[src/rtl/addsub_issuer.sv]
// Requester-side front end for the registered add/subtract unit.
// One request in flight; response carries carry/borrow and a self-check flag.
module addsub_issuer #(
  parameter int WIDTH   = 8,
  parameter int LATENCY = 1,
  parameter bit CHK_EN  = 1'b1
) (
  input  logic             clk,
  input  logic             rst_n,
  input  logic             req_valid,
  output logic             req_ready,
  input  logic [WIDTH-1:0] req_a,
  input  logic [WIDTH-1:0] req_b,
  input  logic             req_op,
  output logic             rsp_valid,
  input  logic             rsp_ready,
  output logic [WIDTH-1:0] rsp_result,
  output logic             rsp_carry,
  output logic             rsp_mismatch,
  output logic [WIDTH-1:0] dataa,
  output logic [WIDTH-1:0] datab,
  output logic             add_sub,
  input  logic [WIDTH-1:0] result,
  output logic [15:0]      err_cnt
);

  localparam int CW = (LATENCY < 2) ? 1 : $clog2(LATENCY + 1);

  typedef enum logic [1:0] {
    IDLE,
    WAIT,
    RESP
  } state_t;

  state_t          state;
  state_t          state_nx;
  logic [CW-1:0]   cnt;
  logic [WIDTH:0]  ref_q;
  logic            accept;
  logic            capture;
  logic            done;
  logic            mm;

  assign req_ready = (state == IDLE);
  assign rsp_valid = (state == RESP);
  assign accept    = req_valid && (state == IDLE);
  assign capture   = (state == WAIT) && (cnt == '0);
  assign done      = (state == RESP) && rsp_ready;
  assign mm        = CHK_EN && (result != ref_q[WIDTH-1:0]);

  always_comb begin
    state_nx = state;
    unique case (state)
      IDLE:    if (accept)  state_nx = WAIT;
      WAIT:    if (capture) state_nx = RESP;
      RESP:    if (done)    state_nx = IDLE;
      default: state_nx = IDLE;
    endcase
  end

  always_ff @(posedge clk) begin
    if (!rst_n) state <= IDLE;
    else        state <= state_nx;
  end

  // Reference is computed one bit wider so bit WIDTH is carry (add) or borrow (sub).
  always_ff @(posedge clk) begin
    if (!rst_n) begin
      dataa        <= '0;
      datab        <= '0;
      add_sub      <= 1'b0;
      ref_q        <= '0;
      cnt          <= '0;
      rsp_result   <= '0;
      rsp_carry    <= 1'b0;
      rsp_mismatch <= 1'b0;
      err_cnt      <= '0;
    end else begin
      if (accept) begin
        dataa   <= req_a;
        datab   <= req_b;
        add_sub <= req_op;
        ref_q   <= req_op ? ({1'b0, req_a} + {1'b0, req_b})
                          : ({1'b0, req_a} - {1'b0, req_b});
        cnt     <= CW'(LATENCY);
      end
      if ((state == WAIT) && (cnt != '0))
        cnt <= cnt - 1'b1;
      if (capture) begin
        rsp_result   <= result;
        rsp_carry    <= ref_q[WIDTH];
        rsp_mismatch <= mm;
        if (mm && (err_cnt != 16'hFFFF))
          err_cnt <= err_cnt + 16'd1;
      end
    end
  end

endmodule
[config.mk]
export PLATFORM = sky130hd
export DESIGN_NAME = addsub_issuer
export DESIGN_NICKNAME = d
export VERILOG_FILES = /design/src/rtl/addsub_issuer.sv
export SDC_FILE = /design/constraint.sdc
export NUM_CORES = 1
export LEC_CHECK = 0
export ABC_AREA = 1
export BUFFER_PORTS_ARGS = -buffer_cell sky130_fd_sc_hd__buf_2
export CAP_MARGIN = 30
export CELL_PAD_IN_SITES_DETAIL_PLACEMENT = 0
export CELL_PAD_IN_SITES_GLOBAL_PLACEMENT = 1
export CORE_MARGIN = 2
export CORE_UTILIZATION = 40
export CTS_CLUSTER_SIZE = 40
export DETAILED_ROUTE_END_ITERATION = 10
export PLACE_DENSITY_LB_ADDON = 0.1
export SYNTH_ARGS = -nofsm -noshare
export SYNTH_HDL_FRONTEND = slang
export SYNTH_SLANG_ARGS = --single-unit
[constraint.sdc]
create_clock -name clk -period 5.7 [get_ports clk]
set_input_delay 0.57 -clock clk [delete_from_list [all_inputs] [get_ports clk]]
set_output_delay 0.57 -clock clk [all_outputs]
set_load 0.02 [all_outputs]
# ---- After elaboration in Yosys (flattened, before gate mapping)
# Cells that the tools add are included.
# W data, S select, Z words.
dict set report totals {
  out_inout_bits 45
  in_bits 29
  elab_cells 38
  reg_bits 55
}
dict set report op_classes {
  bitwise 1
  add_sub_neg 4
  n_mux 7
  reduce_logical 9
  eq_ne 7
}
# cell n
set op_table {}
lappend op_table {{$add A16 B1 Y16 const B} 1}
lappend op_table {{$ne A16 B16 Y1 const B} 1}
lappend op_table {{$add A8 B8 Y9} 1}
lappend op_table {{$mux W9} 1}
lappend op_table {{$sub A8 B8 Y9} 1}
lappend op_table {{$ne A8 B8 Y1} 1}
lappend op_table {{$mux W2} 3}
lappend op_table {{$pmux W2 S3} 1}
lappend op_table {{$logic_and A1 B1 Y1} 5}
lappend op_table {{$ne A2 B1 Y1 const B} 2}
lappend op_table {{$reduce_and A3 Y1} 1}
lappend op_table {{$eq A2 B1 Y1 const B} 1}
lappend op_table {{$eq A2 B2 Y1 const B} 1}
lappend op_table {{$logic_not A2 Y1} 1}
lappend op_table {{$mux W1} 2}
lappend op_table {{$ne A2 B2 Y1 const B} 1}
lappend op_table {{$reduce_and A2 Y1} 1}
lappend op_table {{$reduce_bool A2 Y1} 1}
lappend op_table {{$not A1 Y1} 1}
lappend op_table {{$sub A1 B1 Y1 const B} 1}

# ---- Depth between registers and ports, before layout
# Gate-level depths: netlist (run 1).
dict set report depth {
  word_depth 4
  depth_mapped 15
  depth_no_buf 15
}

# ---- Worst setup path before layout (run 1)
# OpenSTA, ideal clock, no wires.
dict set report synth_timing {
  path_kind {input to register}
  start {input req_b[0]}
  end {register ref_q[8]}
  path_buffers 0
  setup_ps 115
  t_arrival_ps 2296
  required_ps 5585
  slack_ps 3288
  stages 12
  cell_sequence {inv_1 -> ha_1 -> inv_1 -> o21ai_0 -> inv_1 -> fa_1 -> o21ai_0 -> nand3_1 -> nand3_1 -> nand2_1 -> o21ai_0 -> inv_1}
}
dict set report synth_between {
  elab_chain_len 2
  elab_cells_between_ends 3
  classes_between {add/sub: 2; mux: 1}
}
# item line
set synth_rtl {}
lappend synth_rtl {{start: declaration} 13} ;# input logic [WIDTH-1:0] req_b,
lappend synth_rtl {{$sub A8 B8 Y9 / $add A8 B8 Y9 (equally long branches)} {84, 83}}
lappend synth_rtl {{$mux W9 *} 83} ;# ref_q <= req_op ? ({1'b0, req_a} + {1'b0, req_b})
lappend synth_rtl {{end signal: assignment} 83}
lappend synth_rtl {{end: declaration} 38} ;# logic [WIDTH:0] ref_q;
# Mark *: on every way between the ends. The rest lies on a longest branch, timed or not.
# A chain may end at the register's enable or synchronous reset.

# ---- Final worst setup path (run 1)
# Same ends and word-level chain as after synthesis.

==> results.ini, run 1 <==
[sta]
setup_ws_ns=3.27
drv_slew=0
fmax_mhz=411
slew_headroom_pct=41.2
worst_pin_slew_ns=0.882
rsz0062_at_grt=false
finalCritPeriodShare_pct=42.7
skew_ns=0.00618
hold_viol=0
setup_viol=0
finalCriticalPeriod_ns=2.43
tns_ns=0

[global_routing]
grt_pass1_wl_um=12600
grt_pass1_vias=2718
grt_use_total_pct=18.4
grt_max_degree=44
grt_antenna_before_repair=0
grt.overflow.total=0

[detailed_routing]
wl_um=7490
avgRoutedWirePerCell_um=11.8
drt_iter0_drc=128
vias_per_cell=4.67
drtPass1Iterations=4
num_vias=2960
drc=0
ant_nets=0

[finish]
diodes=0
final_cells=634
drive_gt1_share_pct=17.0
final_util_pct=48.7
syn2layout_area_growth_pct=16.8
finalNetCount=574

[power_and_ir_drop]
p_per_area_nw_per_um2=254
p_total_mw=0.907
leakagePower_nw=1.92
combPwrFrac_pct=27.1
vdd_ir_drop_max_uv=92.8
pwr-share-seq_pct=49.0
p_clk_share_pct=23.9
internal-power_mw=0.592
p_sw_share_pct=34.7
p_sw_mw=0.315

[clock_tree]
cts_sinks=55
hold_buffers=0
cts_setup_buffers=0
cts_resized=0
root_buffer=clkbuf_8
clk_pin_slew_ns=0.10
clockBufferDepth=2
numCtsBuffers=5
insertion_delay_ns=0.31
htreeDepth=2
cts_tree=yes

[die]
die_h_um=91.5
die_w_um=91.5
dieArea_um2=8370
io_pins=74
row_count=31
coreArea_um2=7330
initial_core_util_pct=41.7

[setup_path]
r2r_setup_slack_ns=3.38
crit_top_cell=inv_1
cp-end-kind=register
reg2reg_depth=6
r2r_end=ref_q[7]
worstSetupStartpointType=input port
cp_cell_sequence=buf_2 -> inv_1 -> ha_1 -> inv_1 -> o21ai_0 -> inv_1 -> fa_1 -> o21ai_0 -> nand3_1 -> nand3_1 -> nand2_1 -> o21ai_0 -> inv_1
slowest_delay_ns=0.43
path_buf_inv=5
arrival_ns=2.64
critical_path.slowest_cell=fa_1
crit_required_ns=5.91
reg2reg_from=state[0]
crit_family=compound AO/OA/AOI/OAI gates
path_class=input port to register
path_max_fanout=3

[worst_hold_path]
min_from=ref_q[2]
min_to=ref_q[2]
holdPathStages=2
hp-class=register to register

[synth]
yosysWarnings=0
syn-num-nets=507
ys_types=28
synthTopCellsByCount=nand2_1, inv_1, nor2_1
synth-seq-cells=55
syn_area_um2=3060
synth-edff-count=0
synth.most_common_cell=nand2_1
synthArstFlopShare_pct=0
yosys-top-cells-area=dfxtp_1, nand2_1, inv_1
postSynthCellCount=467
syn_area_per_cell_um2=6.55
netlist.area_leader.share_pct=36.0
yosysTopAreaCell=dfxtp_1
yosysSeqAreaShare_pct=36.0
synth_flop_cell=dfxtp_1

[run]
drv_cap=0

[placed_design]
port_buffers=73
pre_cts_ws_ns=2.93
hpwl_um=5600
dp_cells=626
globalplace.congestion=0.852

[outcome]
outcome=complete, no violations

-- registers in the layout, indices dropped and copies added (netlist names) --
register,flops
err_cnt,16
ref_q,9
dataa,8
datab,8
rsp_result,8
state,2
add_sub,1
cnt,1
rsp_carry,1
rsp_mismatch,1
-- power groups by stage --
stage / Clock [mW] / Combinational [mW] / Sequential (mW)
6_report: 0.217 / 0.246 / 0.444
4_1_cts: 0.228 / 0.249 / 0.445
3_3_place_gp: 0 / 0.245 / 0.452
5_1_grt: 0.241 / 0.282 / 0.449
3_5_place_dp: 0 / 0.248 / 0.453
2_1_floorplan: 0 / 0.145 / 0.482
-- layout by cell type (no fill, tap or decap), drive strengths merged --
cell type	count
o21ai	41
nand4	4
nor3	4
xnor2	5
buf	74
a21boi	1
clkinv	1
nand2	110
nand3	19
nor2	74
inv	74
fa	1
ha	10
clkinvlp	1
clkbuf	6
nand3b	1
o21bai	1
dfxtp	55
a21oi	37
o22ai	1
xor2	14
o31ai	1
-- worst register-to-register path, cell delays in order, from the launching register on --
cell and delay, ns:
dfxtp_1 0.34, nor2_1 0.14, nand2_1 0.51, inv_1 0.90, nand2_1 0.10, o21ai_0 0.17, inv_1 0.06
-- layer usage --
layer | wire (um) | GRT usage [%] | vias up
met2 | 3820 | 33.6 | 45
met4 | 96 | 5.18 | 0
met1 | 3330 | 22.3 | 1327
li1 | - | - | 1579
met5 | 0 | 0 | -
met3 | 242 | 2.49 | 9
-- per-stage QoR --
stage | cell area [um2] | hold slack (ns)
after global routing | 3570 | 0.508
after floorplan | 3060 | 0.444
final | 3570 | 0.477
after global placement | 3490 | 0.458
after detailed placement | 3490 | 0.463
after CTS | 3570 | 0.478
-- logic make-up (layout without fill, tap and decap cells) --
group | count (synthesis) | after routing | synth area share [%]
compound gates | 82 | 82 | 13.8
fa+ha+maj | 11 | 11 | 4.74
buf+inv | 88 | 156 | 11.3
simple gates | 212 | 212 | 28.7
flops | 55 | 55 | 36.0
xor+xnor | 19 | 19 | 5.44
-- worst max path at each step --
stage | depth (start not counted) | from | to | slack (ns)
2_1_floorplan | 12 | req_b[0] | ref_q[8] | 3.29
4_1_cts | 13 | req_b[0] | ref_q[8] | 3.27
5_1_grt | 6 | state[0] | ref_q[7] | 3.06
3_3_place_gp | 13 | req_b[0] | ref_q[8] | 3.00
3_5_place_dp | 13 | req_b[0] | ref_q[8] | 2.93
6_report | 13 | req_b[0] | ref_q[8] | 3.27
-- cell type report --
| class | count | area, um2 |
|---|---|---|
| repair buffers | 74 | 373 |
| well taps | 99 | 124 |
| fillers | 790 | 3760 |
| clock inverters | 2 | 12.5 |
| multi-input cells | 324 | 1610 |
| clock buffers | 6 | 72.6 |
| flip-flops and latches | 55 | 1100 |
| inverters | 74 | 278 |
Power figures use the tool's default switching activity.
==> inputs of run 2 (changes only) <==
--- a/config.mk
+++ b/config.mk
@@ -5,13 +5,13 @@
 export SDC_FILE = /design/constraint.sdc
 export NUM_CORES = 1
 export LEC_CHECK = 0
-export ABC_AREA = 1
+export ABC_AREA = 0
 export BUFFER_PORTS_ARGS = -buffer_cell sky130_fd_sc_hd__buf_2
 export CAP_MARGIN = 30
 export CELL_PAD_IN_SITES_DETAIL_PLACEMENT = 0
 export CELL_PAD_IN_SITES_GLOBAL_PLACEMENT = 1
 export CORE_MARGIN = 2
-export CORE_UTILIZATION = 40
+export CORE_UTILIZATION = 38
 export CTS_CLUSTER_SIZE = 40
 export DETAILED_ROUTE_END_ITERATION = 10
 export PLACE_DENSITY_LB_ADDON = 0.1
==> constraint.sdc (replaced) <==
create_clock -name clk -period 2.45 [get_ports clk]
set_input_delay 0.245 -clock clk [delete_from_list [all_inputs] [get_ports clk]]
set_output_delay 0.245 -clock clk [all_outputs]
set_load 0.02 [all_outputs]
==> results.ini, run 2 <==
[clock_tree]
clockBufferDepth=2
cts_setup_buffers=0
cts_tree=yes
insertion_delay_ns=0.31
clk_pin_slew_ns=0.09
cts_resized=0
root_buffer=clkbuf_8
htreeDepth=2
cts_sinks=55
hold_buffers=0
numCtsBuffers=5

[die]
row_count=31
dieArea_um2=8140
initial_core_util_pct=39.2
die_w_um=90.2
coreArea_um2=7210
io_pins=74
die_h_um=90.2

[setup_path]
path_class=input port to register
crit_top_cell=inv_1
slowest_delay_ns=0.43
cp-end-kind=register
cp_cell_sequence=buf_2 -> inv_1 -> ha_1 -> mux2_2 -> inv_1 -> fa_1 -> nand2b_1 -> a21oi_1 -> o21ai_0 -> a2111oi_0 -> a311o_1
crit_required_ns=2.70
reg2reg_from=err_cnt[0]
worstSetupStartpointType=input port
path_max_fanout=5
setup.worst_path.start=req_b[1]
critical_path.slowest_cell=fa_1
arrival_ns=2.37

[sta]
finalCritPeriodShare_pct=86.6
hold_viol=0
fmax_mhz=471
hold_ws_ns=0.187
slew_headroom_pct=59.3
tns_ns=0
skew_ns=0.0117
worst_pin_slew_ns=0.611
finalCriticalPeriod_ns=2.12
setup_viol=0
drv_slew=0
rsz0062_at_grt=false

[finish]
largest_reg_flops=16
diodes=0
final_cell_area_um2=3400
fill_cells=745
syn2layout_area_growth_pct=20.2
reg.largest.list=err_cnt (16), ref_q (9)
mostFrequentLayoutCell=buf_2
finalNetCount=459
layout_common_cells=buf_2, nand2_1, dfxtp_1
drive_gt1_share_pct=23.6
final_util_pct=47.1
top_register=err_cnt

[synth]
syn_area_um2=2830
synth_flop_cell=dfxtp_1
synth-seq-cells=55
yosysTopAreaCell=dfxtp_1
yosysWarnings=0
netlist.area_leader.share_pct=39.0
yosys-top-cells-area=dfxtp_1, nand2_1, a21oi_1
ys_types=52
synthArstFlopShare_pct=0
syn_area_per_cell_um2=8.12
synth.most_common_cell=nand2_1
synth-edff-count=0
yosysSeqAreaShare_pct=39.0
syn-num-nets=388
postSynthCellCount=348
synthTopCellsByCount=nand2_1, dfxtp_1, a21oi_1

[global_routing]
grt_pass1_wl_um=11400
grt_max_degree=26
grt_pass1_vias=2422
grt.overflow.total=0
grt_antenna_before_repair=0
grt_use_total_pct=16.9

[detailed_routing]
num_vias=2646
avgRoutedWirePerCell_um=13.1
drtPass1Iterations=4
vias_per_cell=5.11
drc=0
ant_nets=0
wl_um=6780
drt_iter0_drc=67

[worst_hold_path]
hp-class=input port to register
min_from=req_a[0]

[power_and_ir_drop]
pwr-share-seq_pct=49.4
vdd_ir_drop_max_uv=260
p_clk_share_pct=29.4
leakagePower_nw=1.43
internal-power_mw=1.41
p_sw_mw=0.569
p_sw_share_pct=28.7
combPwrFrac_pct=21.2
p_per_area_nw_per_um2=584

[placed_design]
hpwl_um=5080
globalplace.congestion=0.866
placed_area_um2=3290
port_buffers=73

[outcome]
outcome=complete, no violations

[run]
drv_cap=0

==> run 2: changes by cell type after synthesis, sizes merged, moves of 6 or more <==
cell / delta
o31ai: +6
nand3: -10
nand2b: +11
nor4: +10
a21oi: +8
or4: +8
nor2: -59
nand2: -39
mux2i: +7
inv: -63
o21ai: -31
xor2: -6
==> run 2: cell families (layout without fill, tap and decap cells) <==
logic type,after synthesis,count (layout),synth area share [%]
buf+inv,30,101,4.96
flops,55,55,39.0
xor+xnor,16,16,4.96
simple gates,150,150,26.8
mux,8,8,2.88
fa+ha+maj,11,11,5.14
compound gates,78,78,16.3
==> run 2: metrics by stage <==
stage	power [mW]	setup slack (ns)	cells
final	1.98	0.328	518
after global routing	2.11	0.201	518
after CTS	2.02	0.331	518
after detailed placement	1.43	0.0323	511
after global placement	1.42	0.0854	511
after floorplan	1.28	0.265	348
==> run 2: worst paths after layout <==
path	slack, ns	end	cells past startpoint
setup / recovery	0.33	ref_q[6]	11
hold / removal	0.19	dataa[0]	3
setup reg to reg	0.66	err_cnt[6]	6
hold reg to reg	0.45	rsp_mismatch	2
==> run 2: layer usage <==
layer / vias to the layer above / track usage [%] / wire length (um)
li1: 1361 / - / -
met1: 1222 / 21.9 / 3170
met2: 56 / 28.3 / 3230
met3: 7 / 3.60 / 296
met4: 0 / 4.87 / 83
met5: - / 0 / 0
==> run 2: final cells by class <==
| type | instances | area [um2] | area share, % |
|---|---|---|---|
| clock inverter | 1 | 30.0 | 0.884 |
| tap | 99 | 124 | 3.65 |
| sequential | 55 | 1100 | 32.4 |
| multi-input combinational | 263 | 1590 | 46.7 |
| clock buffer | 6 | 72.6 | 2.14 |
| inverter | 11 | 41.3 | 1.22 |
| timing repair buffer | 83 | 440 | 13.0 |
==> run 2: power groups by stage <==
| stage | Combinational (mW) | Clock (mW) | Sequential [mW] |
|---|---|---|---|
| 6_report | 0.420 | 0.583 | 0.980 |
| 5_1_grt | 0.475 | 0.646 | 0.987 |
| 4_1_cts | 0.426 | 0.611 | 0.981 |
| 3_5_place_dp | 0.424 | 0 | 1.00 |
| 3_3_place_gp | 0.419 | 0 | 1.00 |
| 2_1_floorplan | 0.249 | 0 | 1.03 |
==> run 2: worst max-delay path: cells and delay by family <==
family          cells  cell delay [ns]
compound gates      4             0.88
fa+ha+maj           2             0.69
buf+inv             3             0.23
simple gates        1             0.18
mux                 1             0.16
